--- src/rtl/sram_mbist_pkg.sv ---
// Shared definitions for the March C- memory BIST: controller states,
// the per-element operation table and the miscompare counter limit.
package sram_mbist_pkg;

  typedef enum logic [1:0] {
    ST_IDLE  = 2'd0,
    ST_RUN   = 2'd1,
    ST_DRAIN = 2'd2,
    ST_DONE  = 2'd3
  } state_t;

  localparam int         NUM_ELEM  = 6;
  localparam logic [2:0] LAST_ELEM = 3'(NUM_ELEM - 1);
  localparam logic [7:0] CNT_MAX   = 8'd255;

  // One March element: address direction plus the read/write it performs
  // at every address (read always comes before write when both exist).
  typedef struct packed {
    logic down;
    logic has_rd;
    logic has_wr;
    logic rd_val;
    logic wr_val;
  } elem_t;

  // March C-: up(w0) up(r0,w1) up(r1,w0) down(r0,w1) down(r1,w0) up(r0)
  function automatic elem_t elem_info(input logic [2:0] e);
    elem_t info;
    info = '0;
    case (e)
      3'd0:    info = '{down: 1'b0, has_rd: 1'b0, has_wr: 1'b1, rd_val: 1'b0, wr_val: 1'b0};
      3'd1:    info = '{down: 1'b0, has_rd: 1'b1, has_wr: 1'b1, rd_val: 1'b0, wr_val: 1'b1};
      3'd2:    info = '{down: 1'b0, has_rd: 1'b1, has_wr: 1'b1, rd_val: 1'b1, wr_val: 1'b0};
      3'd3:    info = '{down: 1'b1, has_rd: 1'b1, has_wr: 1'b1, rd_val: 1'b0, wr_val: 1'b1};
      3'd4:    info = '{down: 1'b1, has_rd: 1'b1, has_wr: 1'b1, rd_val: 1'b1, wr_val: 1'b0};
      3'd5:    info = '{down: 1'b0, has_rd: 1'b1, has_wr: 1'b0, rd_val: 1'b0, wr_val: 1'b0};
      default: info = '0;
    endcase
    return info;
  endfunction

endpackage

--- src/rtl/sram_mbist_cmp.sv ---
// Read-compare pipeline: carries expected background, address and element
// alongside each read for RD_LAT cycles, then checks mem_dout on arrival.
module sram_mbist_cmp
  import sram_mbist_pkg::*;
#(
  parameter int ADDR_W = 6,
  parameter int DATA_W = 64,
  parameter int RD_LAT = 1
) (
  input  logic              clk,
  input  logic              rst_n,
  input  logic              clr,
  input  logic              rd_vld,
  input  logic [ADDR_W-1:0] rd_addr,
  input  logic [2:0]        rd_elem,
  input  logic              rd_exp,
  input  logic [DATA_W-1:0] mem_dout,
  output logic [ADDR_W-1:0] fail_addr,
  output logic [2:0]        fail_elem,
  output logic [7:0]        fail_cnt
);

  // The expected word is always a solid background, so one bit suffices.
  typedef struct packed {
    logic              vld;
    logic [ADDR_W-1:0] addr;
    logic [2:0]        elem;
    logic              exp;
  } stage_t;

  stage_t head;
  stage_t tail;
  logic   miscmp;

  logic [ADDR_W-1:0] fail_addr_reg;
  logic [2:0]        fail_elem_reg;
  logic [7:0]        fail_cnt_reg;

  assign head = '{vld: rd_vld, addr: rd_addr, elem: rd_elem, exp: rd_exp};

  for (genvar gi = 0; gi < RD_LAT; gi++) begin : g_pipe
    stage_t stage_in;
    stage_t stage_reg;
    if (gi == 0) begin : g_first
      assign stage_in = head;
    end else begin : g_next
      assign stage_in = g_pipe[gi-1].stage_reg;
    end
    // Advance one pipeline stage; reset leaves every slot invalid.
    always_ff @(posedge clk or negedge rst_n) begin
      if (!rst_n) stage_reg <= '0;
      else        stage_reg <= stage_in;
    end
  end

  assign tail   = g_pipe[RD_LAT-1].stage_reg;
  assign miscmp = tail.vld && (mem_dout != {DATA_W{tail.exp}});

  // Record the first failing location and count all miscompares (saturating).
  always_ff @(posedge clk or negedge rst_n) begin
    if (!rst_n) begin
      fail_addr_reg <= '0;
      fail_elem_reg <= '0;
      fail_cnt_reg  <= '0;
    end else if (clr) begin
      fail_addr_reg <= '0;
      fail_elem_reg <= '0;
      fail_cnt_reg  <= '0;
    end else if (miscmp) begin
      // The count never returns to zero within a run, so zero marks "first".
      if (fail_cnt_reg == 8'd0) begin
        fail_addr_reg <= tail.addr;
        fail_elem_reg <= tail.elem;
      end
      if (fail_cnt_reg != CNT_MAX) fail_cnt_reg <= fail_cnt_reg + 8'd1;
    end
  end

  assign fail_addr = fail_addr_reg;
  assign fail_elem = fail_elem_reg;
  assign fail_cnt  = fail_cnt_reg;

endmodule

--- src/rtl/sram_mbist.sv ---
// March C- memory BIST controller: sequences one SRAM operation per cycle
// through six elements, then drains the read pipeline and reports results.
module sram_mbist
  import sram_mbist_pkg::*;
#(
  parameter int ADDR_W = 6,
  parameter int DATA_W = 64,
  parameter int RD_LAT = 1
) (
  input  logic              clk,
  input  logic              rst_n,
  input  logic              start,
  output logic              busy,
  output logic              done,
  output logic              pass,
  output logic [ADDR_W-1:0] fail_addr,
  output logic [2:0]        fail_elem,
  output logic [7:0]        fail_cnt,
  output logic              mem_we,
  output logic [ADDR_W-1:0] mem_addr,
  output logic [DATA_W-1:0] mem_din,
  input  logic [DATA_W-1:0] mem_dout
);

  localparam int                DRAIN_W    = (RD_LAT > 1) ? $clog2(RD_LAT) : 1;
  localparam logic [DRAIN_W-1:0] DRAIN_LAST = DRAIN_W'(RD_LAT - 1);
  localparam logic [ADDR_W-1:0] ADDR_LAST  = '1;

  state_t            state_reg, state_next;
  logic [2:0]        elem_reg;
  logic [ADDR_W-1:0] idx_reg;
  logic              phase_reg;   // 0: first op at this address, 1: second
  logic [DRAIN_W-1:0] drain_reg;

  elem_t             cur;
  logic              op_rd;
  logic              op_bg;
  logic              addr_done;
  logic              last_op;
  logic              launch;
  logic [ADDR_W-1:0] op_addr;

  assign cur       = elem_info(elem_reg);
  assign op_rd     = cur.has_rd && !phase_reg;
  assign op_bg     = op_rd ? cur.rd_val : cur.wr_val;
  assign addr_done = !(cur.has_rd && cur.has_wr) || phase_reg;
  assign last_op   = (elem_reg == LAST_ELEM) && (idx_reg == ADDR_LAST) && addr_done;
  assign launch    = ((state_reg == ST_IDLE) || (state_reg == ST_DONE)) && start;
  // Down elements walk the complemented index: 63..0 with no wrap into the next element.
  assign op_addr   = cur.down ? ~idx_reg : idx_reg;

  // State register.
  always_ff @(posedge clk or negedge rst_n) begin
    if (!rst_n) state_reg <= ST_IDLE;
    else        state_reg <= state_next;
  end

  // Next-state decision; start is only looked at outside RUN/DRAIN.
  always_comb begin
    state_next = state_reg;
    unique case (state_reg)
      ST_IDLE:  if (start)                   state_next = ST_RUN;
      ST_RUN:   if (last_op)                 state_next = ST_DRAIN;
      ST_DRAIN: if (drain_reg == DRAIN_LAST) state_next = ST_DONE;
      ST_DONE:  if (start)                   state_next = ST_RUN;
      default:                               state_next = ST_IDLE;
    endcase
  end

  // Element / address / phase sequencing and drain timing.
  always_ff @(posedge clk or negedge rst_n) begin
    if (!rst_n) begin
      elem_reg  <= '0;
      idx_reg   <= '0;
      phase_reg <= 1'b0;
      drain_reg <= '0;
    end else if (launch) begin
      elem_reg  <= '0;
      idx_reg   <= '0;
      phase_reg <= 1'b0;
      drain_reg <= '0;
    end else if (state_reg == ST_RUN) begin
      if (!addr_done) begin
        phase_reg <= 1'b1;
      end else begin
        phase_reg <= 1'b0;
        if (idx_reg == ADDR_LAST) begin
          idx_reg <= '0;
          if (elem_reg != LAST_ELEM) elem_reg <= elem_reg + 3'd1;
        end else begin
          idx_reg <= idx_reg + ADDR_W'(1);
        end
      end
    end else if (state_reg == ST_DRAIN) begin
      drain_reg <= drain_reg + DRAIN_W'(1);
    end
  end

  // Status and SRAM drive; the memory port is quiet outside RUN.
  always_comb begin
    busy     = 1'b0;
    done     = 1'b0;
    mem_we   = 1'b0;
    mem_addr = '0;
    mem_din  = '0;
    unique case (state_reg)
      ST_RUN: begin
        busy     = 1'b1;
        mem_we   = !op_rd;
        mem_addr = op_addr;
        mem_din  = op_rd ? '0 : {DATA_W{op_bg}};
      end
      ST_DRAIN: busy = 1'b1;
      ST_DONE:  done = 1'b1;
      default:  ;
    endcase
  end

  sram_mbist_cmp #(
    .ADDR_W (ADDR_W),
    .DATA_W (DATA_W),
    .RD_LAT (RD_LAT)
  ) u_cmp (
    .clk       (clk),
    .rst_n     (rst_n),
    .clr       (launch),
    .rd_vld    ((state_reg == ST_RUN) && op_rd),
    .rd_addr   (op_addr),
    .rd_elem   (elem_reg),
    .rd_exp    (op_bg),
    .mem_dout  (mem_dout),
    .fail_addr (fail_addr),
    .fail_elem (fail_elem),
    .fail_cnt  (fail_cnt)
  );

  assign pass = (state_reg == ST_DONE) && (fail_cnt == 8'd0);

endmodule

--- config.mk ---
export PLATFORM = sky130hd
export DESIGN_NAME = sram_mbist
export DESIGN_NICKNAME = d
export VERILOG_FILES = /design/src/rtl/sram_mbist_pkg.sv /design/src/rtl/sram_mbist_cmp.sv /design/src/rtl/sram_mbist.sv
export SDC_FILE = /design/constraint.sdc
export NUM_CORES = 1
export LEC_CHECK = 0
export CAP_MARGIN = 30
export CORE_MARGIN = 8
export CORE_UTILIZATION = 44
export DETAILED_ROUTE_END_ITERATION = 8
export GPL_TIMING_DRIVEN = 0
export PLACE_DENSITY = 0.95
export REMOVE_ABC_BUFFERS = 1
export SETUP_SLACK_MARGIN = 0.5
export SLEW_MARGIN = 20
export SYNTH_ARGS = -nofsm -noshare
export SYNTH_HDL_FRONTEND = slang
export SYNTH_SLANG_ARGS = --single-unit
--- constraint.sdc ---
create_clock -name clk -period 20.2 [get_ports clk]
set_clock_uncertainty 0.2 [all_clocks]
set_input_delay 6.06 -clock clk [delete_from_list [all_inputs] [get_ports clk]]
set_output_delay 6.06 -clock clk [all_outputs]
set_load 0.005 [all_outputs]
==> impl_metrics.json, run 1 <==
{
  "outcome": "finished clean",
  "finalNetCount": 525,
  "drv_cap": 0,
  "design.core.area_um2": 6760,
  "initial_core_util_pct": 45.1,
  "crit_path_end_kind": "output pin",
  "drt_iter0_drc": 138,
  "stdcell_area_um2": 4370,
  "fmax_ghz": 0.103,
  "grt_use_total_pct": 18.2,
  "cts.sinks": 41,
  "via_per_inst": 5.53,
  "synthToLayoutAreaGrowth_pct": 43.2,
  "seq_power_share_pct": 39.1,
  "clkTransAtPathRegs_ps": 80,
  "tns_ps": 0,
  "dp_hpwl_um": 7320,
  "clock_path_buffers": 2,
  "fin_crit_sh_pct": 48.2,
  "cp_max_fo": 13,
  "overflow": 0,
  "ys.flop_type": "dfrtp_1",
  "ios": 158,
  "startpoint_type": "flop",
  "wl_met2_um": 4320,
  "largest_reg_flops": 11,
  "p_sw_w": 0.0000764,
  "slew_violations": 0,
  "wl_per_cell_um": 17.6,
  "syn-cell-area_um2": 3050,
  "drive_gt1_share_pct": 6.09,
  "period_minus_slack_ps": 9740,
  "syn_area_per_cell_um2": 8.87,
  "num-fill-cells": 531,
  "crit_type": "flop to output pin",
  "grt_pass1_vias": 2964,
  "required_ps": 13940,
  "synth_edf_count": 0,
  "p_leak_nw": 1.69,
  "p_comb_share_pct": 34.7,
  "clkLatencyLatePin_ps": 290,
  "route.vias.total": 2891,
  "drc": 0,
  "netlist.area_leader.share_pct": 33.6,
  "top_layer": "met4",
  "tightest_slew_ps": 879,
  "async_flop_share_pct": 100,
  "first_pass_iters": 4,
  "final_core_util_pct": 64.6,
  "regArea_um2": 1030,
  "routed_wl_um": 9220,
  "hold_class": "flop to flop",
  "cts_max_level": 2,
  "rsz0062_at_grt": "false",
  "syn_inst": 344,
  "port_buffers": 157,
  "rows": 30,
  "power_w": 0.000243,
  "p_per_area_nw_per_um2": 55.6,
  "peakVddDrop_uv": 41.1,
  "synth-seq-cells": 41,
  "cts_setup_buffers": 0,
  "gp_congestion": 0.945,
  "cts_tree": "done",
  "setup_violations": 0,
  "dieWidth_um": 99.3,
  "grt_pass1_wl_um": 14700,
  "antenna_found_initial": 0,
  "yosysTopAreaCell": "dfrtp_1",
  "whs_ps": 302,
  "cts_buffers": 5,
  "synth_area_leaders": "dfrtp_1 (34%), buf_4 (16%), ha_1 (6.2%)",
  "ys_seq_area_share_pct": 33.6,
  "ys.warnings.count": 0,
  "met1_length_um": 3610,
  "p_sw_share_pct": 31.5,
  "cts-root-buf": "clkbuf_8",
  "max_slew_margin_pct": 41.2,
  "route.met3.wl_um": 1230,
  "postPlaceCellArea_um2": 4260,
  "cts-hold-fix-buffers": 0,
  "ant_nets": 0,
  "p_clk_share_pct": 26.2,
  "arrival_ps": 3480,
  "ys_types": 46,
  "hold_violations": 0,
  "die_area_um2": 9850,
  "grt_max_degree": 30,
  "diodes": 0,
  "post_cts_resized": 0,
  "die_height_um": 99.3,
  "multi_input_area_um2": 1470,
  "internal_power_w": 0.000167
}
==> cells by family (layout without fill, tap and decap cells) <==
| group | after synthesis | in the layout | share of synthesized area (%) |
|---|---|---|---|
| AOI/OAI and AO/OA | 53 | 53 | 10.5 |
| xor gates and xnor gates | 9 | 9 | 2.58 |
| adders and majority gates | 15 | 15 | 6.15 |
| buffers and inverters | 84 | 183 | 18.8 |
| DFF | 41 | 41 | 33.6 |
| muxes | 6 | 6 | 2.01 |
| and+or+nand+nor | 136 | 136 | 26.3 |
==> power by group through the flow <==
stage               combinational, W  sequential (W)   clock, W
global placement           0.0000770       0.0000961          0
finish                     0.0000842       0.0000951  0.0000637
floorplan                  0.0000392       0.0000952          0
detailed placement         0.0000840       0.0000966          0
global route               0.0000919       0.0000960  0.0000681
CTS                        0.0000842       0.0000950  0.0000650
==> cells in the final DEF, fill, tap and decap left out, types with 2 or more instances in the layout <==
master / n
clkdlybuf4s50_1: 156
dfrtp_1: 41
nand2_1: 22
nand4_1: 21
a21oi_1: 17
ha_1: 15
nor2_1: 14
o21ai_1: 14
nand3_1: 12
or3_1: 12
inv_1: 10
or4_1: 10
and2_1: 8
xnor2_1: 7
nor3_1: 7
buf_2: 7
nor4_1: 6
mux2i_1: 5
o21ai_0: 5
clkbuf_8: 5
o31ai_1: 4
o22ai_1: 4
nor4_2: 3
nor2b_1: 3
nand2b_1: 3
o211ai_1: 3
a211oi_1: 2
nand3b_1: 2
and3_1: 2
xor2_1: 2
==> per-stage QoR <==
stage | setup WS, ps | instances
global route | 10180 | 523
finish | 10460 | 523
floorplan | 3250 | 270
CTS | 10400 | 523
global placement | 6510 | 507
detailed placement | 10780 | 516
==> cell usage after synthesis, types with 2 or more instances <==
library cell,number
mux2i_1,5
nor2_1,15
o211ai_1,3
xnor2_1,7
nand3b_1,2
o21ai_1,14
inv_1,10
or4_1,10
xor2_1,2
buf_6,3
buf_4,63
nor4_2,2
and3_1,2
or3_1,12
nor4_1,7
and2_1,8
a211oi_1,2
ha_1,15
nor3_1,7
clkbuf_1,7
a21oi_1,17
o21ai_0,5
nor2b_1,3
o22ai_1,4
dfrtp_1,41
o31ai_1,4
nand2b_1,3
nand3_1,12
nand4_1,21
nand2_1,22
==> layout make-up <==
class / instances / share of cell area, %
Clock buffer: 5 / 1.58
Sequential cell: 41 / 23.5
Clock inverter: 2 / 0.802
Multi-Input combinational cell: 219 / 33.5
Timing Repair Buffer: 166 / 37.4
Tap cell: 80 / 2.29
Inverter: 10 / 0.859
==> layer usage <==
layer | up-vias | global-route usage, %
met5 | - | 0
met4 | 0 | 3.49
met3 | 6 | 8.45
met2 | 168 | 31.1
met1 | 1344 | 20.2
li1 | 1373 | -
==> final timing paths <==
check	startpoint	endpoint	slack, ps	cells past startpoint
setup / recovery	elem_reg[2]$_DFFE_PN0P_	mem_din[53]	10460	9
hold / removal	drain_reg$_DFFE_PN0P_	drain_reg$_DFFE_PN0P_	300	1
setup reg to reg	elem_reg[2]$_DFFE_PN0P_	elem_reg[2]$_DFFE_PN0P_	17260	8
hold reg to reg	drain_reg$_DFFE_PN0P_	drain_reg$_DFFE_PN0P_	300	1
max in group asynchronous	rst_n	u_cmp.fail_addr[4]$_DFFE_PN0P_	13890	2
min in group asynchronous	rst_n	elem_reg[0]$_DFFE_PN0P_	5460	1
==> critical path: stages (launching register included) <==
cell and delay (ps):
dfrtp_1 540, inv_1 150, ha_1 330, nor2_1 180, nor2_1 120, nor4b_2 530, buf_2 290, buf_2 230
buf_2 250, clkdlybuf4s50_1 550
(Power assumes the default switching activity.)
==> inputs of run 2 (changes only) <==
Settings changed: CORE_UTILIZATION 44 to 37, PLACE_DENSITY 0.95 to 0.89.
Clock period 20.2 ns to 8.75 ns, I/O delays scaled along.
==> run 2 against run 1 <==
Compared with the run above:
- global-route usage fell by 3.0 points
- critical path type unchanged
- non-clock buffer count is the same
- clock power grew 87%
- largest cell class unchanged
- largest power group unchanged
- critical endpoint is now mem_din[2]
- worst setup slack worse by 7900 ps
==> impl_metrics.json, run 2 (synthesis results as in run 1) <==
{
  "clkLatencyLatePin_ps": 290,
  "reg2reg_depth": 6,
  "setup_violations": 0,
  "rows": 33,
  "crit_type": "flop to output pin",
  "critical_path.startpoint": "elem_reg[2]$_DFFE_PN0P_",
  "cts_tree": "done",
  "internal_power_w": 0.000356,
  "synthToLayoutAreaGrowth_pct": 43.5,
  "ant_nets": 0,
  "finalNetCount": 525,
  "seq_power_share_pct": 41.3,
  "p_comb_share_pct": 36.2,
  "final_cell_mix": "clkdlybuf4s50_1 (156), dfrtp_1 (41), nand2_1 (22)",
  "grt_pass1_wl_um": 14100,
  "p_per_area_nw_per_um2": 121,
  "dieWidth_um": 107,
  "drc": 0,
  "rsz0062_at_grt": "false",
  "cts.sinks": 41,
  "final_core_util_pct": 54.1,
  "dp_hpwl_um": 7110,
  "diodes": 0,
  "grt_max_degree": 32,
  "placed_cells": 541,
  "largest_reg_flops": 11,
  "cp_max_fo": 14,
  "r2r_start": "u_cmp.g_pipe[0].stage_reg[0]$_DFF_PN0_",
  "required_ps": 5930,
  "slew_violations": 0,
  "drt_iter0_drc": 210,
  "hold_violations": 0,
  "port_buffers": 157,
  "grt_pass1_vias": 3034,
  "hold_class": "flop to flop",
  "die_area_um2": 11400,
  "cp-endpoint": "mem_din[2]",
  "p_clk_share_pct": 22.4,
  "peakVddDrop_uv": 69.9,
  "route.vias.total": 2832,
  "p_leak_nw": 1.68,
  "wl_per_cell_um": 16.2,
  "drv_cap": 0,
  "arrival_ps": 3400,
  "initial_core_util_pct": 37.7,
  "die_height_um": 107,
  "gp_congestion": 0.883,
  "drive_gt1_share_pct": 6.08,
  "p_sw_share_pct": 32.8,
  "first_pass_iters": 4,
  "tightest_slew_ps": 797,
  "max_slew_margin_pct": 45.3,
  "grt_use_total_pct": 15.1,
  "p_sw_w": 0.000174,
  "fmax_ghz": 0.161,
  "cts_max_level": 2,
  "r2r-end": "u_cmp.fail_addr[2]$_DFFE_PN0P_",
  "startpoint_type": "flop",
  "overflow": 0,
  "routed_wl_um": 8880,
  "fin_crit_sh_pct": 71.1,
  "clock_path_buffers": 2,
  "outcome": "finished clean",
  "cts_buffers": 5,
  "via_per_inst": 5.16,
  "fin_cells": 549,
  "ios": 158,
  "period_minus_slack_ps": 6230,
  "regToRegSetupSlack_ps": 5960,
  "final_common_cell": "clkdlybuf4s50_1",
  "cts_setup_buffers": 0,
  "post_cts_resized": 0,
  "cts-root-buf": "clkbuf_8",
  "clkTransAtPathRegs_ps": 80,
  "cts-hold-fix-buffers": 0,
  "design.core.area_um2": 8090,
  "antenna_found_initial": 0,
  "crit_path_end_kind": "output pin"
}
[run 2: cell types whose count changed in the layout (fill, tap and decap cells not counted)]
cell | previous run | this run
bufinv_16 | 1 | 0
clkbuf_1 | 0 | 1
clkinv_2 | 1 | 2
[run 2: per-layer routing]
| metal | GRT usage (%) | vias up | part of all wire [%] |
|---|---|---|---|
| li1 | - | 1376 | - |
| met1 | 16.8 | 1297 | 42 |
| met2 | 24.8 | 148 | 45 |
| met3 | 7.08 | 11 | 12 |
| met4 | 5.63 | 0 | 1.5 |
| met5 | 0 | - | 0 |
[run 2: worst min-delay path by stage]
stage	from	endpoint	slack, ps	depth (start not counted)
floorplan	elem_reg[0]$_DFFE_PN0P_	u_cmp.g_pipe[0].stage_reg[1]$_DFF_PN0_	240	0
global placement	elem_reg[0]$_DFFE_PN0P_	u_cmp.g_pipe[0].stage_reg[1]$_DFF_PN0_	270	0
detailed placement	elem_reg[0]$_DFFE_PN0P_	u_cmp.g_pipe[0].stage_reg[1]$_DFF_PN0_	280	0
CTS	drain_reg$_DFFE_PN0P_	drain_reg$_DFFE_PN0P_	300	1
global route	elem_reg[0]$_DFFE_PN0P_	u_cmp.g_pipe[0].stage_reg[1]$_DFF_PN0_	320	0
finish	drain_reg$_DFFE_PN0P_	drain_reg$_DFFE_PN0P_	300	1
[run 2: critical path: stages, from the launching register on]
cell	delay (ps)
dfrtp_1	510
inv_1	150
ha_1	330
nor2_1	160
nor2_1	120
nor4b_2	490
buf_2	280
buf_2	240
buf_2	260
clkdlybuf4s50_1	560
[run 2: power by group through the flow]
stage               combinational (W)  sequential [W]  clock [W]
floorplan                   0.0000904        0.000220          0
global placement             0.000179        0.000222          0
detailed placement           0.000193        0.000223          0
CTS                          0.000194        0.000219   0.000124
global route                 0.000211        0.000221   0.000130
finish                       0.000192        0.000219   0.000119
[run 2: stage by stage]
step	TNS, ps	total power [W]	area (µm²)	hold slack (ps)	setup slack (ps)
global route	0	0.000563	4380	323	2250
CTS	0	0.000537	4380	297	2510
detailed placement	0	0.000416	4300	280	2880
floorplan	-304890	0.000310	2510	241	-4760
finish	0	0.000530	4380	299	2520
global placement	-90670	0.000400	4220	265	-1430
[run 2: cell type report]
class	instances	area [µm²]
Sequential cell	41	1030
Timing Repair Buffer	166	1640
Inverter	10	37.5
Clock buffer	6	72.6
Tap cell	105	131
Multi-Input combinational cell	219	1470
Clock inverter	2	10.0
Fill cell	689	3710
